<file path="src/rtl/trail_engine_if.sv">
// trail_engine_if -- playfield RAM bus between the trail engine and the RAM.
//   ram_addr  : {x,y} cell address (engine -> RAM)
//   ram_wdata : 3-bit colour to write (engine -> RAM)
//   ram_wren  : write enable (engine -> RAM)
//   ram_q     : read data, valid the cycle after ram_addr (RAM -> engine)
// Modports: master (engine side), slave (RAM side).
interface trail_engine_if #(
   parameter int X_BITS = 8,
   parameter int Y_BITS = 7
);
   logic [X_BITS+Y_BITS-1:0] ram_addr;
   logic [2:0]               ram_wdata;
   logic                     ram_wren;
   logic [2:0]               ram_q;

   modport master (output ram_addr, ram_wdata, ram_wren, input ram_q);
   modport slave  (input ram_addr, ram_wdata, ram_wren, output ram_q);
endinterface

</file>
<file path="src/rtl/trail_engine.sv">
// trail_engine -- light-cycle style trail game step engine.
// On each tick every alive player advances one cell, the target cells are
// read back from the playfield RAM, collisions/trail hits/field exits kill
// players, the trail colour (or 7 for a crash) is written, and the game
// state is updated.
// Ports:
//   CLOCK_50  : clock, all state changes on the rising edge
//   reset     : synchronous, active-high reset
//   tick      : one-cycle game-step strobe
//   dir_in    : requested direction per player (00 up,01 down,10 left,11 right)
//   dir_we    : per-player latch strobe for dir_in
//   ram       : playfield RAM bus (trail_engine_if.master)
//   pos       : {x,y} per player, P0 in the LSBs
//   alive     : per-player alive flags
//   busy      : high while a step is in progress
//   game_over : high when at most one player is alive
//   winner    : index of the sole survivor, 7 if none
// Build option: define TRAIL_WRAP_EN to make players wrap around the field
// edges instead of dying when they leave it.
module trail_engine #(
   parameter int NUM_PLAYERS = 4,
   parameter int X_BITS      = 8,
   parameter int Y_BITS      = 7,
   parameter int X_MAX       = 160,
   parameter int Y_MAX       = 120,
   parameter logic [NUM_PLAYERS*(X_BITS+Y_BITS)-1:0] START_POS =
      {8'd0, 7'd119, 8'd158, 7'd1, 8'd0, 7'd1, 8'd158, 7'd119},
   parameter logic [2*NUM_PLAYERS-1:0] START_DIR = 8'b11_10_01_00
) (
   input  logic                                  CLOCK_50,
   input  logic                                  reset,
   input  logic                                  tick,
   input  logic [2*NUM_PLAYERS-1:0]              dir_in,
   input  logic [NUM_PLAYERS-1:0]                dir_we,
   trail_engine_if.master                        ram,
   output logic [NUM_PLAYERS*(X_BITS+Y_BITS)-1:0] pos,
   output logic [NUM_PLAYERS-1:0]                alive,
   output logic                                  busy,
   output logic                                  game_over,
   output logic [2:0]                            winner
);

   localparam int PW = X_BITS + Y_BITS;
   localparam int CW = $clog2(NUM_PLAYERS + 1);

   // Coordinates are stepped one bit wider so underflow shows in the MSB
   // and overflow is a plain compare against the field size.
   localparam logic [X_BITS:0] X_LIM = (X_BITS+1)'(X_MAX);
   localparam logic [Y_BITS:0] Y_LIM = (Y_BITS+1)'(Y_MAX);
   localparam logic [X_BITS:0] X_ONE = (X_BITS+1)'(1);
   localparam logic [Y_BITS:0] Y_ONE = (Y_BITS+1)'(1);
`ifdef TRAIL_WRAP_EN
   localparam logic [X_BITS-1:0] X_LAST = X_BITS'(X_MAX - 1);
   localparam logic [Y_BITS-1:0] Y_LAST = Y_BITS'(Y_MAX - 1);
`endif

   typedef enum logic [2:0] {IDLE, MOVE, READ, CHECK, WRITE, DONE} state_t;

   typedef struct packed {
      logic              oob;
      logic [X_BITS-1:0] x;
      logic [Y_BITS-1:0] y;
   } cell_t;

   state_t                               state_q, state_d;
   logic [CW-1:0]                        cnt_q, cnt_d;
   logic [NUM_PLAYERS-1:0][X_BITS-1:0]   x_q, nx_q;
   logic [NUM_PLAYERS-1:0][Y_BITS-1:0]   y_q, ny_q;
   logic [NUM_PLAYERS-1:0][1:0]          dir_q;
   logic [NUM_PLAYERS-1:0][2:0]          col_q;
   logic [NUM_PLAYERS-1:0]               alive_q, oob_q, kill_q, kill_d, alive_nx;
   logic                                 go_q, go_d;
   logic [2:0]                           win_q, win_d;
   logic [3:0]                           n_alive;
   cell_t [NUM_PLAYERS-1:0]              mv;
   logic [PW-1:0]                        addr_c;
   logic [2:0]                           wdata_c;
   logic                                 wren_c;

   // Next cell of one player from its stored direction.
   function automatic cell_t step_cell(input logic [X_BITS-1:0] x,
                                       input logic [Y_BITS-1:0] y,
                                       input logic [1:0]        d);
      logic [X_BITS:0] xe;
      logic [Y_BITS:0] ye;
      logic            und, ovf;
      cell_t           c;
      xe  = {1'b0, x};
      ye  = {1'b0, y};
      und = 1'b0;
      ovf = 1'b0;
      case (d)
         2'b00:   begin ye = ye - Y_ONE; und = ye[Y_BITS];    end
         2'b01:   begin ye = ye + Y_ONE; ovf = (ye >= Y_LIM); end
         2'b10:   begin xe = xe - X_ONE; und = xe[X_BITS];    end
         default: begin xe = xe + X_ONE; ovf = (xe >= X_LIM); end
      endcase
      c.x   = xe[X_BITS-1:0];
      c.y   = ye[Y_BITS-1:0];
      c.oob = und | ovf;
`ifdef TRAIL_WRAP_EN
      if (und | ovf) begin
         c.oob = 1'b0;
         case (d)
            2'b00:   c.y = Y_LAST;
            2'b01:   c.y = '0;
            2'b10:   c.x = X_LAST;
            default: c.x = '0;
         endcase
      end
`endif
      return c;
   endfunction

   always_comb begin
      for (int i = 0; i < NUM_PLAYERS; i++)
         mv[i] = step_cell(x_q[i], y_q[i], dir_q[i]);
   end

   // Deaths of this step: trail hit, field exit, or two alive players
   // heading for the same cell (every player sharing that cell dies).
   always_comb begin
      kill_d = '0;
      for (int i = 0; i < NUM_PLAYERS; i++) begin
         kill_d[i] = alive_q[i] & (oob_q[i] | (col_q[i] != 3'd0));
         for (int j = 0; j < NUM_PLAYERS; j++)
            if (j != i && alive_q[i] && alive_q[j] && !oob_q[i] && !oob_q[j] &&
                nx_q[i] == nx_q[j] && ny_q[i] == ny_q[j])
               kill_d[i] = 1'b1;
      end
   end

   // Survivor count and winner for the end of the step.
   always_comb begin
      alive_nx = alive_q & ~kill_q;
      n_alive  = '0;
      win_d    = 3'd7;
      for (int i = 0; i < NUM_PLAYERS; i++)
         if (alive_nx[i]) begin
            n_alive = n_alive + 4'd1;
            win_d   = 3'(i);
         end
      go_d = (n_alive <= 4'd1);
      if (n_alive != 4'd1) win_d = 3'd7;
   end

   // FSM state register.
   always_ff @(posedge CLOCK_50) begin
      if (reset) begin
         state_q <= IDLE;
         cnt_q   <= '0;
      end else begin
         state_q <= state_d;
         cnt_q   <= cnt_d;
      end
   end

   // FSM next state and RAM bus.
   always_comb begin
      state_d = state_q;
      cnt_d   = cnt_q;
      addr_c  = '0;
      wdata_c = '0;
      wren_c  = 1'b0;
      case (state_q)
         IDLE: begin
            cnt_d = '0;
            if (tick && !go_q) state_d = MOVE;
         end
         MOVE: begin
            cnt_d   = '0;
            state_d = READ;
         end
         READ: begin
            // Address player cnt; the data for player cnt-1 arrives now.
            for (int i = 0; i < NUM_PLAYERS; i++)
               if (cnt_q == CW'(i) && alive_q[i]) addr_c = {nx_q[i], ny_q[i]};
            if (cnt_q == CW'(NUM_PLAYERS)) begin
               cnt_d   = '0;
               state_d = CHECK;
            end else begin
               cnt_d = cnt_q + CW'(1);
            end
         end
         CHECK: begin
            cnt_d   = '0;
            state_d = WRITE;
         end
         WRITE: begin
            // Players dead before this step, or just gone off the field,
            // leave the RAM untouched.
            for (int i = 0; i < NUM_PLAYERS; i++)
               if (cnt_q == CW'(i) && alive_q[i] && !oob_q[i]) begin
                  wren_c  = 1'b1;
                  addr_c  = {nx_q[i], ny_q[i]};
                  wdata_c = kill_q[i] ? 3'd7 : 3'(i + 1);
               end
            if (cnt_q == CW'(NUM_PLAYERS - 1)) begin
               cnt_d   = '0;
               state_d = DONE;
            end else begin
               cnt_d = cnt_q + CW'(1);
            end
         end
         DONE:    state_d = IDLE;
         default: state_d = IDLE;
      endcase
   end

   // Reset gates the bus immediately so an aborted write never lands.
   assign ram.ram_addr  = reset ? '0 : addr_c;
   assign ram.ram_wdata = reset ? '0 : wdata_c;
   assign ram.ram_wren  = reset ? 1'b0 : wren_c;

   // Player datapath.
   always_ff @(posedge CLOCK_50) begin
      if (reset) begin
         for (int i = 0; i < NUM_PLAYERS; i++) begin
            x_q[i]   <= START_POS[i*PW+Y_BITS +: X_BITS];
            y_q[i]   <= START_POS[i*PW +: Y_BITS];
            dir_q[i] <= START_DIR[2*i +: 2];
         end
         nx_q    <= '0;
         ny_q    <= '0;
         col_q   <= '0;
         oob_q   <= '0;
         kill_q  <= '0;
         alive_q <= '1;
         go_q    <= 1'b0;
         win_q   <= 3'd7;
      end else begin
         // A U-turn request (same axis, opposite sense) is dropped.
         for (int i = 0; i < NUM_PLAYERS; i++)
            if (dir_we[i] && !(dir_in[2*i+1] == dir_q[i][1] && dir_in[2*i] != dir_q[i][0]))
               dir_q[i] <= dir_in[2*i +: 2];
         case (state_q)
            MOVE: begin
               for (int i = 0; i < NUM_PLAYERS; i++) begin
                  nx_q[i]  <= alive_q[i] ? mv[i].x : x_q[i];
                  ny_q[i]  <= alive_q[i] ? mv[i].y : y_q[i];
                  oob_q[i] <= alive_q[i] & mv[i].oob;
               end
            end
            READ: begin
               for (int i = 0; i < NUM_PLAYERS; i++)
                  if (cnt_q == CW'(i + 1)) col_q[i] <= ram.ram_q;
            end
            CHECK: kill_q <= kill_d;
            DONE: begin
               // Crashed players stop on their crash cell; a player that
               // left the field keeps its last valid cell.
               for (int i = 0; i < NUM_PLAYERS; i++)
                  if (alive_q[i] && !oob_q[i]) begin
                     x_q[i] <= nx_q[i];
                     y_q[i] <= ny_q[i];
                  end
               alive_q <= alive_nx;
               go_q    <= go_d;
               win_q   <= win_d;
            end
            default: ;
         endcase
      end
   end

   always_comb begin
      pos = '0;
      for (int i = 0; i < NUM_PLAYERS; i++)
         pos[i*PW +: PW] = {x_q[i], y_q[i]};
   end

   assign alive     = alive_q;
   assign busy      = (state_q != IDLE);
   assign game_over = go_q;
   assign winner    = win_q;

endmodule

</file>
<file path="src/flat_wrapper.sv">
// flat-port wrapper written by rule: the top's interface ports become plain ports
module trail_engine_flat 
#(
   parameter int NUM_PLAYERS = 4,
   parameter int X_BITS      = 8,
   parameter int Y_BITS      = 7,
   parameter int X_MAX       = 160,
   parameter int Y_MAX       = 120,
   parameter logic [NUM_PLAYERS*(X_BITS+Y_BITS)-1:0] START_POS =
      {8'd0, 7'd119, 8'd158, 7'd1, 8'd0, 7'd1, 8'd158, 7'd119},
   parameter logic [2*NUM_PLAYERS-1:0] START_DIR = 8'b11_10_01_00
)
  (CLOCK_50, reset, tick, dir_in, dir_we, pos, alive, busy, game_over, winner, ram_ram_addr, ram_ram_wdata, ram_ram_wren, ram_ram_q);
  trail_engine_if #(.X_BITS(X_BITS), .Y_BITS(Y_BITS)) ram_i ();
  input  logic CLOCK_50;
  input  logic reset;
  input  logic tick;
  input  logic [2*NUM_PLAYERS-1:0] dir_in;
  input  logic [NUM_PLAYERS-1:0] dir_we;
  output logic [NUM_PLAYERS*(X_BITS+Y_BITS)-1:0] pos;
  output logic [NUM_PLAYERS-1:0] alive;
  output logic busy;
  output logic game_over;
  output logic [2:0] winner;
  output wire logic [$bits(ram_i.ram_addr)-1:0] ram_ram_addr;
  output wire logic [$bits(ram_i.ram_wdata)-1:0] ram_ram_wdata;
  output wire logic [$bits(ram_i.ram_wren)-1:0] ram_ram_wren;
  input wire logic [$bits(ram_i.ram_q)-1:0] ram_ram_q;
  assign ram_ram_addr = ram_i.ram_addr;
  assign ram_ram_wdata = ram_i.ram_wdata;
  assign ram_ram_wren = ram_i.ram_wren;
  assign ram_i.ram_q = ram_ram_q;
  trail_engine #(.NUM_PLAYERS(NUM_PLAYERS), .X_BITS(X_BITS), .Y_BITS(Y_BITS), .X_MAX(X_MAX), .Y_MAX(Y_MAX), .START_POS(START_POS), .START_DIR(START_DIR)) u_core (.CLOCK_50(CLOCK_50), .reset(reset), .tick(tick), .dir_in(dir_in), .dir_we(dir_we), .ram(ram_i), .pos(pos), .alive(alive), .busy(busy), .game_over(game_over), .winner(winner));
endmodule
</file>
<file path="config.mk">
export PLATFORM = sky130hd
export DESIGN_NAME = trail_engine_flat
export DESIGN_NICKNAME = d
export VERILOG_FILES = /design/src/rtl/trail_engine_if.sv /design/src/rtl/trail_engine.sv /design/src/flat_wrapper.sv
export SDC_FILE = /design/constraint.sdc
export NUM_CORES = 1
export LEC_CHECK = 0
export ABC_AREA = 1
export ABC_CLOCK_PERIOD_IN_PS = 2400
export CAP_MARGIN = 15
export CORE_MARGIN = 4
export CORE_UTILIZATION = 50
export DETAILED_ROUTE_END_ITERATION = 10
export GPL_TIMING_DRIVEN = 0
export PLACE_DENSITY_LB_ADDON = 0.15
export SYNTH_ARGS = -nofsm -noshare
export SYNTH_HDL_FRONTEND = slang
export SYNTH_SLANG_ARGS = --single-unit
</file>
<file path="constraint.sdc">
create_clock -name CLOCK_50 -period 2.4 [get_ports CLOCK_50]
set_input_delay 0.24 -clock CLOCK_50 [delete_from_list [all_inputs] [get_ports CLOCK_50]]
set_output_delay 0.24 -clock CLOCK_50 [all_outputs]
set_load 0.03 [all_outputs]
</file>
==> key figures <==
Clock tree
  – Clock Sink Count: 162
  – CTS root buffer: clkbuf_16
  – Worst-Skew Late Latency: 0.44 ns
  – Inserted Clock Buffers: 17
  – Bufs on Longest Clock Path: 2
  – CTS tree: yes
  – Clk slew on worst S/H paths: 0.07 ns
  – CTS HTree Levels: 4
  – Hold buffer count at CTS: 0

Placement
  – Port bufs: 104
  – RePlAce Congestion: 1.13
  – Post-placement cell count: 2228
  – Placement Setup Slack: -0.836 ns
  – Dpl hpwl: 39300 um

Die
  – Die Y: 160 um
  – Row cnt: 55
  – Starting Density: 0.510
  – Die X-Extent: 160 um
  – IO Count: 106
  – Die ar.: 25800 um2
  – Core ar.: 22800 um2

Synth
  – Mux contribution to synthesized area: 0.000861
  – Synth cell types: 48
  – Simple-Gate Fraction of Synth Area: 0.258
  – Yosys reg bits: 162
  – Post-synthesis cell area: 11600 um2
  – Synth Area in XOR/XNOR: 0.0618
  – Largest cells by area after synthesis: dfxtp_1 28%, nand2_1 11%, a21oi_1 7.7%
  – Post-synthesis async set-or-reset flop share: 0
  – Cells after Synth: 1811
  – Post-synthesis compound-gate area fraction: 0.261
  – Post-synth EDFFs: 0
  – Mapped Nets: 1855
  – Post-synthesis adder-cell area fraction: 0.0280
  – Synth area leader: dfxtp_1
  – Post-synth top area share: 0.279
  – Synthesis Warnings: 0
  – Average size of a mapped cell: 6.42 um2
  – Post-synthesis sequential area ratio: 0.279
  – Post-synth top flop: dfxtp_1
  – Largest family of logic cells by synthesized area: compound AO/OA/AOI/OAI gates

Worst setup path
  – Worst r2r src: u_core.state_q[0]$_SDFFE_PP0P_
  – CP startpoint kind: register
  – Critical Path Start: u_core.cnt_q[1]$_SDFFE_PP0P_
  – Reg2reg end: u_core.nx_q[11]$_SDFFE_PP0N_
  – Setup Crit Path Kind: reg -> out
  – R2R depth: 6
  – Crit. End Element: primary output
  – Worst reg2reg setup slack: 0.06 ns
  – Setup crit end: ram_ram_addr[3]
  – WP data required: 2.16 ns
  – Crit path max fanout: 5
  – CP arrival: 2.38 ns

Finish
  – P&R area growth vs syn: 24.6%
  – Most frequent cells in the layout: 322 x nand2_1, 183 x inv_1, 162 x a21oi_1, 157 x nor2_1, 153 x dfxtp_1
  – Filler Cell Count: 2114
  – Finished Layout Cells: 2287
  – Layout cells sized above 1: 0.133
  – Final nets: 2005
  – Commonest non-fill, non-tap cell in the layout: nand2_1
  – Util after Layout: 0.636
  – # diodes: 0

STA
  – Fin. Hold Viols: 0
  – Fin crit share: 1.09
  – Setup ws final: -0.220 ns
  – Worst slew pin tran: 1.23 ns
  – Fin Clk Skew: 0.0111 ns
  – Setup TNS: -2.61 ns
  – Final setup vio count: 16
  – Final slew viol count: 0
  – Fin crit period: 2.62 ns
  – Max Clock Freq: 382 MHz
  – RSZ-0062 raised after global routing: yes
  – Max-Slew Margin vs Limit: 0.179

Global routing
  – Pin count of the biggest net entering global routing: 18
  – Gr ovfl total: 0
  – Antenna violations before repair: 0
  – Tot GR Track Use: 0.400
  – Number of global-route vias before repair: 13149
  – First-pass GRT wire length: 79300 um

Outcome
  – Failing checks: setup timing
  – Status: complete, but fails checks

Routing
  – DRT Wirelength: 53500 um
  – Drt first pass iters: 9
  – ANT nets after route: 0
  – Via/cell ratio: 6.09
  – Wire per inst: 23.4 um
  – Initial DRC count: 1748
  – Vias post-DR: 13932
  – DRC: 0

Pwr
  – Power Total: 10.8 mW
  – Cell area power density: 744 nW/um2
  – Max VDD drop: 0.000499 V
  – P_leak: 5.86 nW

Job
  – Maxcap violations: 0

Min path
  – Hold Path Class: in -> reg
synthesized netlist by cell type, types with 32 or more instances:
library cell	instances
nand3_1	92
clkbuf_1	82
o211ai_1	36
nor2_1	175
a22oi_1	32
o21ai_1	39
nand4_1	35
o21ai_0	141
xnor2_1	61
nand2_1	327
inv_1	192
dfxtp_1	162
a21oi_1	180
sequential cells by signal, indices dropped and copies added (netlist names):
name              flops
u_core.pos           60
u_core.nx_q          32
u_core.ny_q          28
u_core.col_q         12
u_core.dir_q          8
u_core.alive          4
u_core.kill_q         4
u_core.oob_q          4
u_core.cnt_q          3
u_core.state_q        3
u_core.winner         3
u_core.game_over      1
how the worst min path moves through the flow:
stage	startpoint	to	slack, ns	depth (start not counted)
floorplan	dir_we[0]	u_core.dir_q[1]$_SDFFE_PP0P_	0.33	1
global placement	u_core.col_q[2]$_SDFFE_PP0P_	u_core.col_q[2]$_SDFFE_PP0P_	0.45	2
detailed placement	u_core.col_q[2]$_SDFFE_PP0P_	u_core.col_q[2]$_SDFFE_PP0P_	0.46	2
CTS	dir_in[6]	u_core.dir_q[6]$_SDFFE_PP1P_	0.38	3
global route	dir_in[2]	u_core.dir_q[2]$_SDFFE_PP1P_	0.40	3
finish	dir_in[6]	u_core.dir_q[6]$_SDFFE_PP1P_	0.38	3
through the flow:
stage	hold slack, ns	instance area (um2)
floorplan	0.334	11600
global placement	0.446	13100
detailed placement	0.456	13100
CTS	0.378	14200
global route	0.402	14500
finish	0.379	14500
metal layers:
| layer | global-route usage | routed length, um |
|---|---|---|
| met1 | 0.497 | 20700 |
| met2 | 0.614 | 23000 |
| met3 | 0.113 | 5970 |
| met4 | 0.248 | 3820 |
| met5 | 0 | 0 |
where the power goes:
part | leakage (nW) | total, mW | switching (mW) | internal [mW]
Sequential | 1.32 | 3.31 | 0.378 | 2.93
Clock | 0.312 | 3.03 | 1.34 | 1.70
Combinational | 4.23 | 4.43 | 2.94 | 1.49
Total | 5.86 | 10.8 | 4.66 | 6.12
layout make-up:
type / instances / area [um2] / share of cell area
clock inverters: 15 / 205 / 0.0142
clock buffers: 17 / 425 / 0.0294
inverters: 208 / 812 / 0.0560
flip-flops and latches: 162 / 3260 / 0.225
well taps: 313 / 392 / 0.0270
multi-input cells: 1328 / 7490 / 0.517
plain buffers: 112 / 601 / 0.0415
repair buffers: 132 / 1300 / 0.0896
kinds of logic after synthesis:
kind of cell             after synthesis
AO/OA/AOI/OAI                        524
XOR/XNOR                              82
adder cells (fa/ha/maj)               26
buffers and inverters                321
flip-flops                           162
multiplexers                           1
AND/OR/NAND/NOR                      695
repair_timing:
action	CTS	global route
buffers inserted	16	7
gates resized for setup	245	64
pin swaps	24	45
cloned	4	2
endpoints found under the setup margin	23	22
worst max-delay path, cell delays in order (launching register included):
cell and delay (ns):
dfxtp_4 0.38, inv_4 0.07, ha_4 0.14, nand2_4 0.06, buf_6 0.12, nor2_4 0.15, nand2_4 0.10, inv_6 0.09
buf_8 0.12, a22oi_2 0.05, nor2_1 0.18, o21ai_1 0.11, a21oi_2 0.21, buf_6 0.17
Power figures use the tool's default switching activity.
